## src/rtl/fetch_pc_unit.sv

```systemverilog
// Instruction-fetch PC unit: drives the instruction-memory request and loads the IF/ID register.
// Latency: IF/ID loads on the edge that accepts a fetch; a redirect target appears on imem_addr_o the next cycle.
// Backpressure: Stall_i freezes PC and IF/ID; imem_ready_i=0 holds the PC and inserts a bubble (valid_o=0).
//
// Ports:
//   clk, rst_n                 - clock, asynchronous active-low reset
//   BranchTaken_i, Jump_i      - EX-stage redirect requests (used only in RUN)
//   BranchTarget_i             - redirect target address
//   Stall_i                    - hazard-unit hold for IF and IF/ID
//   imem_req_o, imem_addr_o    - instruction-memory request and address (address is always pc_q)
//   imem_ready_i, imem_rdata_i - memory accept and same-cycle instruction data
//   pc_o, instr_o, valid_o     - IF/ID register contents
//   Flush_o                    - kill for the instruction in ID, asserted with any redirect
//   MisalignedTarget_o         - one-cycle pulse on a misaligned redirect
module fetch_pc_unit #(
  parameter logic [31:0] RESET_PC = 32'h0000_0000
) (
  input  logic        clk,
  input  logic        rst_n,
  input  logic        BranchTaken_i,
  input  logic        Jump_i,
  input  logic [31:0] BranchTarget_i,
  input  logic        Stall_i,
  output logic        imem_req_o,
  output logic [31:0] imem_addr_o,
  input  logic        imem_ready_i,
  input  logic [31:0] imem_rdata_i,
  output logic [31:0] pc_o,
  output logic [31:0] instr_o,
  output logic        valid_o,
  output logic        Flush_o,
  output logic        MisalignedTarget_o
);

  localparam logic [31:0] NOP = 32'h0000_0013;

  typedef enum logic [1:0] {BOOT, RUN, HALT} state_t;

  state_t      state_q, state_d;
  logic [31:0] pc_q, pc_d;
  logic [31:0] id_pc_q, id_pc_d;
  logic [31:0] id_instr_q, id_instr_d;
  logic        id_valid_q, id_valid_d;
  logic        misal_q, misal_d;

  logic redirect;
  logic misaligned;
  logic req;

  // Redirect requests only count while running; BOOT and HALT ignore them.
  assign redirect   = (state_q == RUN) & (BranchTaken_i | Jump_i);
  assign misaligned = redirect & (BranchTarget_i[1:0] != 2'b00);
  // A redirect suppresses the request: the current PC is on the wrong path.
  assign req        = (state_q == RUN) & ~Stall_i & ~redirect;

  assign imem_req_o         = req;
  assign imem_addr_o        = pc_q;
  assign Flush_o            = redirect;
  assign pc_o               = id_pc_q;
  assign instr_o            = id_instr_q;
  assign valid_o            = id_valid_q;
  assign MisalignedTarget_o = misal_q;

  always_comb begin
    state_d    = state_q;
    pc_d       = pc_q;
    id_pc_d    = id_pc_q;
    id_instr_d = id_instr_q;
    id_valid_d = id_valid_q;
    misal_d    = 1'b0;

    unique case (state_q)
      BOOT: state_d = RUN;
      RUN: begin
        if (misaligned) begin
          // Keep the PC so the faulting context stays visible; stop fetching.
          id_valid_d = 1'b0;
          misal_d    = 1'b1;
          state_d    = HALT;
        end else if (redirect) begin
          // Redirect wins over stall and memory backpressure.
          pc_d       = BranchTarget_i;
          id_valid_d = 1'b0;
        end else if (Stall_i) begin
          // Everything holds.
        end else if (imem_ready_i) begin
          pc_d       = pc_q + 32'd4;
          id_pc_d    = pc_q;
          id_instr_d = imem_rdata_i;
          id_valid_d = 1'b1;
        end else begin
          // Request outstanding but not accepted: bubble into ID, keep old PC/instr.
          id_valid_d = 1'b0;
        end
      end
      HALT: state_d = HALT;
      default: state_d = BOOT;
    endcase
  end

  always_ff @(posedge clk or negedge rst_n) begin
    if (!rst_n) begin
      state_q    <= BOOT;
      pc_q       <= RESET_PC;
      id_pc_q    <= 32'h0000_0000;
      id_instr_q <= NOP;
      id_valid_q <= 1'b0;
      misal_q    <= 1'b0;
    end else begin
      state_q    <= state_d;
      pc_q       <= pc_d;
      id_pc_q    <= id_pc_d;
      id_instr_q <= id_instr_d;
      id_valid_q <= id_valid_d;
      misal_q    <= misal_d;
    end
  end

endmodule

```

## config.mk

```make
export PLATFORM = sky130hd
export DESIGN_NAME = fetch_pc_unit
export DESIGN_NICKNAME = d
export VERILOG_FILES = /design/src/rtl/fetch_pc_unit.sv
export SDC_FILE = /design/constraint.sdc
export NUM_CORES = 1
export LEC_CHECK = 0
export BUFFER_PORTS_ARGS = -buffer_cell sky130_fd_sc_hd__buf_2
export CORE_MARGIN = 10
export CORE_UTILIZATION = 54
export CTS_CLUSTER_SIZE = 8
export DETAILED_ROUTE_END_ITERATION = 16
export GPL_TIMING_DRIVEN = 0
export PLACE_DENSITY = 0.84
export REMOVE_ABC_BUFFERS = 1
export SLEW_MARGIN = 10
export SYNTH_ARGS = -nofsm -noshare
export SYNTH_HDL_FRONTEND = slang
export SYNTH_SLANG_ARGS = --single-unit
```

## constraint.sdc

```tcl
create_clock -name clk -period 6.97 [get_ports clk]
set_clock_uncertainty 0.05 [all_clocks]
set_input_delay 0.3485 -clock clk [delete_from_list [all_inputs] [get_ports clk]]
set_output_delay 0.3485 -clock clk [all_outputs]
set_load 0.02 [all_outputs]
```

# Word-level counts from Yosys, hierarchy flattened

Cells that the tools add are included.

Flip-flop bits (word level): 100
Bits of input ports: 70
Output and inout bits: 100

Add/sub/neg operators: 1
Eq/ne operators: 5
Multiplexer cells: 11
Bitwise operators: 8
Reduce and logical (&&, ||, !) cells: 6

Operator list:

| cell                                                                    | count |
|---|---|
| 32-bit 2-to-1 mux                                                       | 3 |
| 32-bit by 3-bit adder with 32-bit output, second input constant         | 1 |
| 1-bit 2-to-1 mux                                                        | 6 |
| 2-bit one-hot mux with 3 select lines                                   | 1 |
| 5-bit AND reduction                                                     | 1 |
| 1-bit AND                                                               | 4 |
| 4-bit AND reduction                                                     | 1 |
| 2-bit nonzero test                                                      | 2 |
| 3-bit by 1-bit inequality test with 1-bit output, second input constant | 1 |
| 1-bit inverter                                                          | 3 |
| 2-bit by 1-bit equality test with 1-bit output, second input constant   | 1 |
| 2-bit equality test, second input constant                              | 1 |
| 2-bit logical NOT                                                       | 1 |
| 2-bit 2-to-1 mux                                                        | 1 |
| 2-bit by 1-bit inequality test with 1-bit output, second input constant | 1 |
| 2-bit inequality test, second input constant                            | 1 |
| 2-bit AND reduction                                                     | 1 |
| 1-bit OR                                                                | 1 |

# Longest topological paths before layout

Gate-level depths: netlist of run 1.

Word-level depth: 5
Depth in mapped cells: 9

# Worst setup path after synthesis of run 1

No wires, ideal clock.

Kind: reg2reg
Start point: register state_q[1]
End point: register id_instr_q[10], in the netlist instr_o[10]
Setup time: 0.125 ns
Data arrival time: 2.035 ns
Data required time: 6.795 ns
Setup slack: 4.760 ns
Stages on the path, launching flop included: 8
Buffers on the path: 2
Clock period less this slack: 2.210 ns
Cells stage by stage: dfrtp_1 inv_1 ha_1 or4b_1 buf_6 nor2_2 buf_2 mux2_2

Longest elaborated chain between the ends: 5
Elaborated cells between the ends (all ways): 6

Ends and longest elaborated chain:

| element                                          | RTL line | RTL |
|---|---|---|
| start: declaration                               | 39       | `state_t state_q, state_d;` |
| start signal: assignment                         | 110      | `state_q <= state_d;` |
| 2-bit by 1-bit equality test with 1-bit output * | 51, 72   |  |
| 1-bit AND                                        | 51       | `assign redirect = (state_q == RUN) & (BranchTaken_i \| Jump_i);` |
| 1-bit AND                                        | 52       | `assign misaligned = redirect & (BranchTarget_i[1:0] != 2'b00);` |
| 1-bit inverter (no line)                         | n/a      |  |
| 5-bit AND reduction (no line) *                  | n/a      |  |
| end signal: assignment                           | 113      | `id_instr_q <= id_instr_d;` |
| end: declaration                                 | 42       | `logic [31:0] id_instr_q, id_instr_d;` |

Every way passes the cells marked *; elsewhere a longest branch is shown, timed or not.
A chain may end at the register's enable or synchronous reset.

# Worst setup path after layout of run 1

Start point: register state_q[1]
End point: register pc_q[21], in the netlist imem_addr_o[21]

Longest elaborated chain between the ends: 5
Elaborated cells between the ends (all ways): 8

Ends and longest elaborated chain:

| element                                          | RTL line | RTL |
|---|---|---|
| 2-bit by 1-bit equality test with 1-bit output * | 51, 72   |  |
| 1-bit AND                                        | 51       |  |
| 1-bit AND                                        | 52       |  |
| 1-bit inverter (no line)                         | n/a      |  |
| 4-bit AND reduction (no line)                    | n/a      |  |
| end signal: assignment                           | 111      | `pc_q <= pc_d;` |
| end: declaration                                 | 40       | `logic [31:0] pc_q, pc_d;` |

Marked as above.

==> Flow_metrics.wiki, run 1 <==
{| class="wikitable"
! Metric !! Value
|-
| Quantity of hold-fixing buffers added after cts || 1
|-
| Buffer depth of the longest clock path || 2
|-
| RSZ-0062 raised after global routing || false
|-
| Worst min-delay path category || primary input to register
|-
| Actual transition at the worst max-transition pin || 1.09 ns
|-
| Total of warnings raised by yosys || 0
|-
| Outcome || complete, no violations
|-
| Area share of the largest cell type after synthesis || 51.7%
|-
| Worst EP required || 7.13 ns
|-
| GR Overflow Total || 0
|-
| FF+latch count, synth || 100
|-
| Setup crit start kind || register
|-
| Violation count after the first detailed-route iteration || 305
|-
| Instance count after placement with tap cells included || 661
|-
| Final Instance Count excl. Fillers || 678
|-
| Ratio of final minimum period to clock period || 50.7%
|-
| Floorplan die width || 113 um
|-
| Setup violations, final || 0
|-
| Initial antenna violation count || 0
|-
| Cell types with the highest counts after synthesis || sky130_fd_sc_hd__dfrtp_1, sky130_fd_sc_hd__mux2_2, sky130_fd_sc_hd__nor2_1, sky130_fd_sc_hd__nand2_1, sky130_fd_sc_hd__nand4_1
|-
| Total Nets Final || 641
|-
| Buffers added on ports || 169
|-
| Worst reg-to-reg path cell count || 8
|-
| CTS tree || done
|-
| Library cell occupying the most area in the post-synthesis netlist || sky130_fd_sc_hd__dfrtp_1
|-
| Post_cts resized || 0
|-
| Share of cells above drive strength 1 || 45.0%
|-
| Avg Synthesized Cell Area || 11.3 um^2
|-
| Dpl ws || 3.52 ns
|-
| Die extent in y || 113 um
|-
| Wire length of the first global-routing pass || 22.1 mm
|-
| Buffer type at the clock tree root || sky130_fd_sc_hd__clkbuf_8
|-
| Worst slew margin || 27.0%
|-
| Layout area overhead || 24.2%
|-
| Post-synthesis cell count || 415
|-
| TritonCTS sink count || 100
|-
| Antenna diode count || 0
|-
| Total iterations of the first detailed-routing run || 5
|-
| Buffer count from post-CTS setup fixing || 0
|-
| Setup CP Type || register to register
|-
| Via density per instance || 5.96
|-
| Net switching power || 912 uW
|-
| Proportion of power drawn by the clock network || 15.8%
|-
| H-tree levels || 3
|-
| Number of vias after detailed routing || 4,038
|-
| Starting density of the core || 56.3%
|-
| Critical path buffer and inverter count || 3
|-
| Slowest stage cell on the critical path || sky130_fd_sc_hd__inv_1
|-
| Power density relative to cell area || 371 nW/um^2
|-
| Ordered cell list for the critical path || inv_1 > ha_1 > o21ai_4 > buf_16 > inv_1 > a22o_2 > nor2_1 > a2111oi_0
|-
| Ys async rst share || 100%
|-
| Critical Path Max Stage Delay || 0.79 ns
|-
| Post-route minimum period || 3.53 ns
|-
| Max-capacitance violation count || 0
|-
| Via count of the first global-routing pass || 4,157
|-
| Clock buffer count from CTS || 9
|-
| Number of remaining DRC errors || 0
|-
| Number of hold violations in the final report || 0
|-
| Critical path depth || 8
|-
| Die Outline Area || 12,800 um^2
|-
| Leakage power of the design || 0.00292 uW
|-
| Switching share of power || 42.1%
|-
| Setup TNS || 0 ns
|-
| Core area || 8340 um^2
|-
| Detailed Route WL || 13.8 mm
|-
| Highest clock rate || 283 MHz
|-
| WHS Path Cells || 2
|-
| Data arrival at the endpoint of the critical path || 3.70 ns
|-
| Overall power || 2170 uW
|-
| Placer congestion estimate || 0.843
|-
| Int Power || 1250 uW
|-
| Clock-pin slew of the registers on the worst-case setup and hold paths || 0.11 ns
|-
| Cell row count || 33
|-
| Min setup slack post-route || 3.44 ns
|-
| Clock network latency to the later pin of the worst-skew pair || 0.37 ns
|-
| Maximum resistive drop on vdd || 213 uV
|-
| Mapped Area || 4700 um^2
|-
| Avg WL per Cell || 20.4 um
|-
| Filler cells || 651
|-
| Share of the yosys chip area belonging to registers || 53.4%
|-
| Post-synth cell types || 45
|-
| Critical Path Most Common Cell || sky130_fd_sc_hd__inv_1
|-
| Final Max Tran Viols || 0
|-
| Setup crit end kind || register
|-
| Part of the power in registers || 43.2%
|-
| Number of top-level pins || 170
|-
| Synth Flop Type || sky130_fd_sc_hd__dfrtp_1
|-
| Post-DRT Antenna Nets || 0
|-
| Top cell family by delay on the critical path || compound AO/OA/AOI/OAI gates
|-
| Ranking of synthesized cells by area || sky130_fd_sc_hd__dfrtp_1, sky130_fd_sc_hd__mux2_2, sky130_fd_sc_hd__nand4_1
|-
| GRT Resource Usage Total || 21.2%
|-
| Pin count of the biggest net entering global routing || 53
|-
| Number of flops mapped to enable cells by yosys || 0
|-
| HPWL Detailed || 10.0 mm
|-
| Maximum net fanout on the critical path || 32
|-
| Library cell with the highest instance count after synthesis || sky130_fd_sc_hd__dfrtp_1
|-
| Combinational share of power || 41.0%
|}
[worst register-to-register path, stage by stage (launching register included)]
cell and delay, ns:
sky130_fd_sc_hd__dfrtp_1 0.37, sky130_fd_sc_hd__inv_1 0.09, sky130_fd_sc_hd__ha_1 0.25, sky130_fd_sc_hd__o21ai_4 0.18, sky130_fd_sc_hd__buf_16 0.21, sky130_fd_sc_hd__inv_1 0.81, sky130_fd_sc_hd__a22o_2 0.80, sky130_fd_sc_hd__nor2_1 0.10
sky130_fd_sc_hd__a2111oi_0 0.52
[cells in the final DEF (no fill, tap or decap), drive strengths merged, types with 6 or more instances in the layout]
| cell | n |
|---|---|
| nor2 | 27 |
| o21ai | 16 |
| and2 | 7 |
| buf | 173 |
| nand2 | 19 |
| a311oi | 6 |
| mux2i | 7 |
| nand3 | 15 |
| and3 | 8 |
| nor3 | 11 |
| and4 | 7 |
| inv | 9 |
| dfrtp | 97 |
| nand4 | 17 |
| o22ai | 8 |
| mux2 | 61 |
| a21oi | 14 |
| clkbuf | 10 |
| nor4 | 7 |
| a211oi | 10 |
[kinds of logic (layout without fill, tap and decap cells)]
| group | Yosys count | in the layout | synth area share [%] |
|---|---|---|---|
| buffers and inverters | 40 | 198 | 4.05 |
| DFF | 100 | 100 | 53.4 |
| adders and majority gates | 3 | 3 | 0.799 |
| muxes | 68 | 68 | 16.1 |
| and+or+nand+nor | 130 | 130 | 14.8 |
| AOI/OAI and AO/OA | 74 | 74 | 10.8 |
[state kept, by name (all words and copies together), names as in the netlist]
signal,flops
MisalignedTarget_o,1
imem_addr_o,32
instr_o,32
pc_o,32
state_q,2
valid_o,1
[final timing paths]
kind | startpoint | to | slack [ns]
max in group asynchronous | rst_n | instr_o[4] | 5.63
hold / removal | imem_rdata_i[11] | instr_o[11] | 0.15
setup reg to reg | state_q[1] | imem_addr_o[21] | 3.44
hold reg to reg | pc_o[20] | pc_o[20] | 0.45
setup / recovery | state_q[1] | imem_addr_o[21] | 3.44
min in group asynchronous | rst_n | instr_o[14] | 0.51
[through the flow]
step	instance area, um^2	hold slack [ns]	util [%]
after floorplan	4550	0.00291	-
after global placement	5530	0.404	66.2
after detailed placement	5650	0.369	67.7
after CTS	5830	0.141	70.0
after global routing	5830	0.135	70.0
final	5830	0.150	70.0
[per-layer routing]
layer	vias to the layer above	routed length, um	track usage, %
li1	1842	-	-
met1	1996	5290	24.2
met2	183	7310	37.5
met3	17	1020	5.81
met4	0	204	6.77
met5	-	0	0
[power groups by stage]
| stage | combinational [uW] | clock (uW) | sequential (uW) |
|---|---|---|---|
| after floorplan | 323 | 0 | 1150 |
| after global placement | 855 | 0 | 923 |
| after detailed placement | 895 | 0 | 942 |
| after CTS | 898 | 349 | 933 |
| after global routing | 958 | 378 | 965 |
| final | 888 | 343 | 935 |
[layout make-up]
cell class / instances / area [um^2] / area share (%)
inverters: 8 / 42.5 / 0.729
flip-flops and latches: 100 / 2510 / 43.0
multi-input cells: 275 / 2020 / 34.6
well taps: 105 / 131 / 2.25
repair buffers: 174 / 961 / 16.5
clock buffers: 10 / 128 / 2.19
clock inverters: 6 / 47.5 / 0.815
Power figures use the tool's default switching activity.
==> run 2: changes to the inputs <==
--- a/config.mk
+++ b/config.mk
@@ -5,13 +5,14 @@
 export SDC_FILE = /design/constraint.sdc
 export NUM_CORES = 1
 export LEC_CHECK = 0
+export ABC_AREA = 1
 export BUFFER_PORTS_ARGS = -buffer_cell sky130_fd_sc_hd__buf_2
 export CORE_MARGIN = 10
-export CORE_UTILIZATION = 54
+export CORE_UTILIZATION = 51
 export CTS_CLUSTER_SIZE = 8
 export DETAILED_ROUTE_END_ITERATION = 16
 export GPL_TIMING_DRIVEN = 0
-export PLACE_DENSITY = 0.84
+export PLACE_DENSITY = 0.79
 export REMOVE_ABC_BUFFERS = 1
 export SLEW_MARGIN = 10
 export SYNTH_ARGS = -nofsm -noshare
==> constraint.sdc (replaced) <==
create_clock -name clk -period 3.61 [get_ports clk]
set_clock_uncertainty 0.05 [all_clocks]
set_input_delay 0.1805 -clock clk [delete_from_list [all_inputs] [get_ports clk]]
set_output_delay 0.1805 -clock clk [all_outputs]
set_load 0.02 [all_outputs]
==> Flow_metrics.wiki, run 2 <==
{| class="wikitable"
! Metric !! Value
|-
| Power density relative to cell area || 827 nW/um^2
|-
| H-tree levels || 3
|-
| GR Overflow Total || 0
|-
| Data arrival at the endpoint of the critical path || 3.39 ns
|-
| Worst reg-to-reg path cell count || 11
|-
| Post-DRT Antenna Nets || 0
|-
| GRT Resource Usage Total || 21.0%
|-
| Die Outline Area || 14,300 um^2
|-
| Post-synth cell types || 29
|-
| Ranking of synthesized cells by area || sky130_fd_sc_hd__dfrtp_1, sky130_fd_sc_hd__nand2_1, sky130_fd_sc_hd__mux2_4
|-
| Worst slew margin || 42.1%
|-
| Max-capacitance violation count || 0
|-
| Wire length of the first global-routing pass || 24.6 mm
|-
| Setup crit end kind || register
|-
| Via density per instance || 5.04
|-
| Filler cells || 819
|-
| Worst min-delay path category || primary input to register
|-
| Buffers added on ports || 169
|-
| WHS Path Cells || 2
|-
| Clock network latency to the later pin of the worst-skew pair || 0.37 ns
|-
| TritonCTS sink count || 100
|-
| Setup crit start kind || register
|-
| Pin count of the biggest net entering global routing || 68
|-
| Synth Flop Type || sky130_fd_sc_hd__dfrtp_1
|-
| Area share of the largest cell type after synthesis || 47.8%
|-
| Setup CP Type || register to register
|-
| FF+latch count, synth || 100
|-
| Worst EP required || 3.83 ns
|-
| Number of flops mapped to enable cells by yosys || 0
|-
| Floorplan die width || 120 um
|-
| Starting density of the core || 52.2%
|-
| Commonest non-fill, non-tap cells in the layout || sky130_fd_sc_hd__buf_2, sky130_fd_sc_hd__nand2_1, sky130_fd_sc_hd__dfrtp_1, sky130_fd_sc_hd__nor2_1, sky130_fd_sc_hd__o21ai_0
|-
| Via count of the first global-routing pass || 4,532
|-
| CTS tree || done
|-
| Leakage power of the design || 0.00351 uW
|-
| Number of hold violations in the final report || 0
|-
| Final Instance Area || 6480 um^2
|-
| Outcome || complete, no violations
|-
| RSZ-0062 raised after global routing || false
|-
| Ys async rst share || 100%
|-
| WHS || 0.00645 ns
|-
| Cell types with the highest counts after synthesis || sky130_fd_sc_hd__nand2_1, sky130_fd_sc_hd__dfrtp_1, sky130_fd_sc_hd__nor2_1, sky130_fd_sc_hd__o21ai_0, sky130_fd_sc_hd__inv_1
|-
| Share of the yosys chip area belonging to registers || 49.3%
|-
| Buffer depth of the longest clock path || 2
|-
| Mapped Area || 5080 um^2
|-
| Initial antenna violation count || 0
|-
| Core area || 9730 um^2
|-
| Ratio of final minimum period to clock period || 87.6%
|-
| Total Nets Final || 837
|-
| Avg Synthesized Cell Area || 8.77 um^2
|-
| Buffer type at the clock tree root || sky130_fd_sc_hd__clkbuf_8
|-
| Total iterations of the first detailed-routing run || 4
|-
| Total placed instance area || 6000 um^2
|-
| Setup violations, final || 0
|-
| Post-synthesis cell count || 579
|-
| Cell row count || 36
|-
| Layout area overhead || 27.7%
|-
| Commonest non-fill, non-tap cell in the layout || sky130_fd_sc_hd__buf_2
|-
| Buffer count from post-CTS setup fixing || 0
|-
| Placer congestion estimate || 0.871
|-
| Highest clock rate || 316 MHz
|-
| Overall power || 5360 uW
|-
| Clock-pin slew of the registers on the worst-case setup and hold paths || 0.10 ns
|-
| Total of warnings raised by yosys || 0
|-
| Detailed Route WL || 15.0 mm
|-
| Die extent in y || 120 um
|-
| Maximum net fanout on the critical path || 64
|-
| Avg WL per Cell || 16.7 um
|-
| Maximum resistive drop on vdd || 379 uV
|-
| Number of remaining DRC errors || 0
|-
| Post-route minimum period || 3.16 ns
|-
| Final Max Tran Viols || 0
|-
| Violation count after the first detailed-route iteration || 312
|-
| Number of vias after detailed routing || 4,551
|-
| Reg2Reg Setup Slack || 0.45 ns
|-
| Number of top-level pins || 170
|-
| Share of cells above drive strength 1 || 33.2%
|-
| HPWL Detailed || 10.5 mm
|-
| Library cell occupying the most area in the post-synthesis netlist || sky130_fd_sc_hd__dfrtp_1
|-
| Actual transition at the worst max-transition pin || 0.867 ns
|-
| Clock buffer count from CTS || 9
|-
| Library cell with the highest instance count after synthesis || sky130_fd_sc_hd__nand2_1
|}
## run 2: cell count changes in the layout (fill, tap and decap cells not counted), moves of 10 or more
cell	change
sky130_fd_sc_hd__a211oi_1	-10
sky130_fd_sc_hd__nand2_1	+145
sky130_fd_sc_hd__mux2_4	+37
sky130_fd_sc_hd__o21ai_0	+37
sky130_fd_sc_hd__dlygate4sd3_1	+25
sky130_fd_sc_hd__mux2_2	-60
sky130_fd_sc_hd__nand3_1	+17
sky130_fd_sc_hd__nand4_1	-15
sky130_fd_sc_hd__nor2_1	+43
sky130_fd_sc_hd__inv_1	+36
## run 2: path summary, 6_finish.rpt
path / start / end
min: imem_rdata_i[13] / instr_o[13]
max: state_q[1] / imem_addr_o[16]
min reg2reg: pc_o[24] / pc_o[24]
min in group asynchronous: rst_n / pc_o[26]
max in group asynchronous: rst_n / instr_o[19]
max reg2reg: state_q[1] / imem_addr_o[16]
## run 2: worst max-delay path: stages, from the launching register on
cell and delay, ns:
sky130_fd_sc_hd__dfrtp_1 0.38, sky130_fd_sc_hd__inv_1 0.09, sky130_fd_sc_hd__ha_1 0.19, sky130_fd_sc_hd__inv_2 0.06, sky130_fd_sc_hd__nor2_1 0.16, sky130_fd_sc_hd__nand3_4 0.59, sky130_fd_sc_hd__nand2_2 0.72, sky130_fd_sc_hd__inv_2 0.39
sky130_fd_sc_hd__a21oi_1 0.20, sky130_fd_sc_hd__o21ai_0 0.10, sky130_fd_sc_hd__nand2_1 0.09, sky130_fd_sc_hd__inv_1 0.04
## run 2: power by group
part	leakage, uW	switching, uW	internal (uW)
clock	0.000113	404	410
combinational	0.00212	1580	927
sequential	0.00127	424	1620
total	0.00351	2410	2950
## run 2: cell type report
cell class | instances | area (um^2) | share of cell area [%]
sequential | 100 | 2510 | 38.6
clock inverter | 6 | 86.3 | 1.33
clock buffer | 10 | 138 | 2.12
timing repair buffer | 197 | 1160 | 17.8
inverter | 47 | 176 | 2.72
multi-input combinational | 409 | 2250 | 34.7
tap | 133 | 166 | 2.57
antenna | 1 | 2.50 | 0.0386
## run 2: per-layer routing
metal / part of all wire, % / GRT usage [%]
met1: 43 / 27.0
met2: 47 / 33.4
met3: 7.2 / 5.25
met4: 2.3 / 8.37
met5: 0 / 0
## run 2: cells by family (layout without fill, tap and decap cells)
kind of cell,count (synthesis),in the layout,synth area share [%]
DFF,100,100,49.3
adders and majority gates,3,3,0.739
and+or+nand+nor,293,293,24.4
muxes,38,38,11.2
other,0,1,0
AOI/OAI and AO/OA,74,74,7.59
xor gates and xnor gates,1,1,0.172
buffers and inverters,70,260,6.58
## run 2: timing repair
action / in CTS / in global routing
gates resized for setup: 1 / 0
endpoints found under the setup margin: 1 / 0
hold buffers: 26 / 0
endpoints found under the hold margin: 55 / 0
## run 2: metrics by stage
stage	setup TNS [ns]	setup WS, ns	cells	util [%]
after floorplan	-62.02	-1.73	556	-
after global placement	-168.40	-3.36	858	61.0
after detailed placement	-0.0261	-0.0261	860	61.6
after CTS	0	0.347	902	66.6
after global routing	0	0.0101	902	66.6
final	0	0.446	903	66.7
==> run 3: changes to the inputs <==
--- a/config.mk
+++ b/config.mk
@@ -8,11 +8,12 @@
 export ABC_AREA = 1
 export BUFFER_PORTS_ARGS = -buffer_cell sky130_fd_sc_hd__buf_2
 export CORE_MARGIN = 10
-export CORE_UTILIZATION = 51
+export CORE_UTILIZATION = 52
+export CTS_BUF_LIST = sky130_fd_sc_hd__clkbuf_8
 export CTS_CLUSTER_SIZE = 8
 export DETAILED_ROUTE_END_ITERATION = 16
 export GPL_TIMING_DRIVEN = 0
-export PLACE_DENSITY = 0.79
+export PLACE_DENSITY = 0.8
 export REMOVE_ABC_BUFFERS = 1
 export SLEW_MARGIN = 10
 export SYNTH_ARGS = -nofsm -noshare
==> Flow_metrics.wiki, run 3 (synthesis results as in run 2) <==
{| class="wikitable"
! Metric !! Value
|-
| Via count of the first global-routing pass || 4,572
|-
| Buffers added on ports || 169
|-
| CTS tree || done
|-
| H-tree levels || 3
|-
| Commonest non-fill, non-tap cell in the layout || sky130_fd_sc_hd__buf_2
|-
| Floorplan die width || 119 um
|-
| Buffer count from post-CTS setup fixing || 0
|-
| Top cell family by delay on the critical path || simple AND/OR/NAND/NOR gates
|-
| Post-DRT Antenna Nets || 0
|-
| Wire length of the first global-routing pass || 25.3 mm
|-
| TritonCTS sink count || 100
|-
| Total placed instance area || 6000 um^2
|-
| Number of top-level pins || 170
|-
| Critical path buffer and inverter count || 5
|-
| Avg WL per Cell || 17.3 um
|-
| Min setup slack post-route || 0.354 ns
|-
| Setup crit start kind || register
|-
| Total Nets Final || 841
|-
| Maximum net fanout on the critical path || 64
|-
| Final Max Tran Viols || 0
|-
| Final Instance Area || 6490 um^2
|-
| Leakage power of the design || 0.00350 uW
|-
| Commonest non-fill, non-tap cells in the layout || sky130_fd_sc_hd__buf_2, sky130_fd_sc_hd__nand2_1, sky130_fd_sc_hd__dfrtp_1, sky130_fd_sc_hd__nor2_1, sky130_fd_sc_hd__o21ai_0
|-
| Worst slew margin || 41.3%
|-
| Storage element area || 2510 um^2
|-
| Total iterations of the first detailed-routing run || 4
|-
| Worst min-delay path category || primary input to register
|-
| Ordered cell list for the critical path || inv_1 > ha_1 > inv_2 > nor2_1 > nand3_4 > buf_16 > nand2_2 > inv_2 > a21oi_1 > o21ai_0 > nand2_1 > inv_1
|-
| Setup CP Type || register to register
|-
| Slowest stage cell on the critical path || sky130_fd_sc_hd__nand3_4
|-
| Instance count after placement with tap cells included || 860
|-
| Placer congestion estimate || 0.838
|-
| Ratio of final minimum period to clock period || 90.2%
|-
| Buffer depth of the longest clock path || 2
|-
| Die Outline Area || 14,100 um^2
|-
| Max-capacitance violation count || 0
|-
| Number of vias after detailed routing || 4,562
|-
| Pin count of the biggest net entering global routing || 67
|-
| Share of cells above drive strength 1 || 33.0%
|-
| Starting density of the core || 52.7%
|-
| GR Overflow Total || 0
|-
| Setup violations, final || 0
|-
| Outcome || complete, no violations
|-
| Clock-pin slew of the registers on the worst-case setup and hold paths || 0.10 ns
|-
| Data arrival at the endpoint of the critical path || 3.47 ns
|-
| Maximum resistive drop on vdd || 335 uV
|-
| Layout area overhead || 27.7%
|-
| Via density per instance || 5.03
|-
| Dpl ws || -0.0603 ns
|-
| Initial antenna violation count || 1
|-
| Die extent in y || 119 um
|-
| Worst EP required || 3.82 ns
|-
| Critical Path Max Stage Delay || 0.49 ns
|-
| Violation count after the first detailed-route iteration || 316
|-
| Detailed Route WL || 15.7 mm
|-
| Core Util, Final || 67.3%
|-
| Power density relative to cell area || 810 nW/um^2
|-
| Clock buffer count from CTS || 9
|-
| Setup crit end kind || register
|-
| GRT Resource Usage Total || 22.0%
|-
| RSZ-0062 raised after global routing || false
|-
| Number of remaining DRC errors || 0
|-
| Final Instance Count excl. Fillers || 907
|-
| Number of hold violations in the final report || 0
|-
| Clock network latency to the later pin of the worst-skew pair || 0.37 ns
|-
| Filler cells || 795
|-
| Actual transition at the worst max-transition pin || 0.880 ns
|-
| Highest clock rate || 307 MHz
|-
| Area taken by multi-input logic gates || 2250 um^2
|-
| Core area || 9640 um^2
|-
| WHS || 0.0131 ns
|-
| Cell row count || 36
|-
| Buffer type at the clock tree root || sky130_fd_sc_hd__clkbuf_8
|-
| HPWL Detailed || 10.6 mm
|-
| Post-route minimum period || 3.26 ns
|}
## run 3: changes by cell type in the layout (fill, tap and decap cells not counted)
| cell | change |
|---|---|
| sky130_fd_sc_hd__bufinv_16 | -2 |
| sky130_fd_sc_hd__inv_6 | -1 |
| sky130_fd_sc_hd__clkinv_4 | +2 |
| sky130_fd_sc_hd__buf_12 | -1 |
| sky130_fd_sc_hd__buf_16 | +1 |
| sky130_fd_sc_hd__dlygate4sd3_1 | +4 |
| sky130_fd_sc_hd__clkinv_2 | +1 |
## run 3: report_power, final
group          total (uW)  switching, uW  internal [uW]  leakage (uW)
Clock                 660            391            268     0.0000920
Combinational        2540           1610            932       0.00214
Sequential           2050            435           1620       0.00127
Total                5260           2440           2820       0.00350
## run 3: path summary, 6_finish.rpt
check / from / to / slack [ns] / cells past startpoint
max: state_q[1] / imem_addr_o[16] / 0.35 / 12
min: imem_rdata_i[17] / instr_o[17] / 0.01 / 2
max reg2reg: state_q[1] / imem_addr_o[16] / 0.35 / 12
min reg2reg: pc_o[4] / pc_o[4] / 0.44 / 2
max in group asynchronous: rst_n / instr_o[4] / 2.51 / 3
min in group asynchronous: rst_n / instr_o[9] / 0.26 / 2
## run 3: repair_timing
action | in CTS | in global routing
endpoints found under the setup margin | 1 | 0
resized for setup | 1 | 0
endpoints found under the hold margin | 61 | 2
hold buffers | 28 | 2
## run 3: layer usage
layer	share of wire (%)	GRT usage, %	vias to the layer above
met4	2.1	8.02	0
li1	-	-	2228
met1	42	26.9	2158
met5	0	0	-
met3	7.2	5.72	24
met2	49	36.8	152
## run 3: final cells by class
class | instances | area share, %
antenna | 1 | 0.0386
inverter | 47 | 2.72
multi-input combinational | 409 | 34.7
clock buffer | 10 | 2.12
clock inverter | 6 | 0.617
sequential | 100 | 38.6
tap | 133 | 2.57
timing repair buffer | 201 | 18.6
## run 3: through the flow
step / TNS (ns) / total power [uW]
floorplan: -62.02 / 3620
global placement: -167.27 / 4470
detailed placement: -0.0603 / 4550
CTS: 0 / 5240
global route: 0 / 5650
finish: 0 / 5260
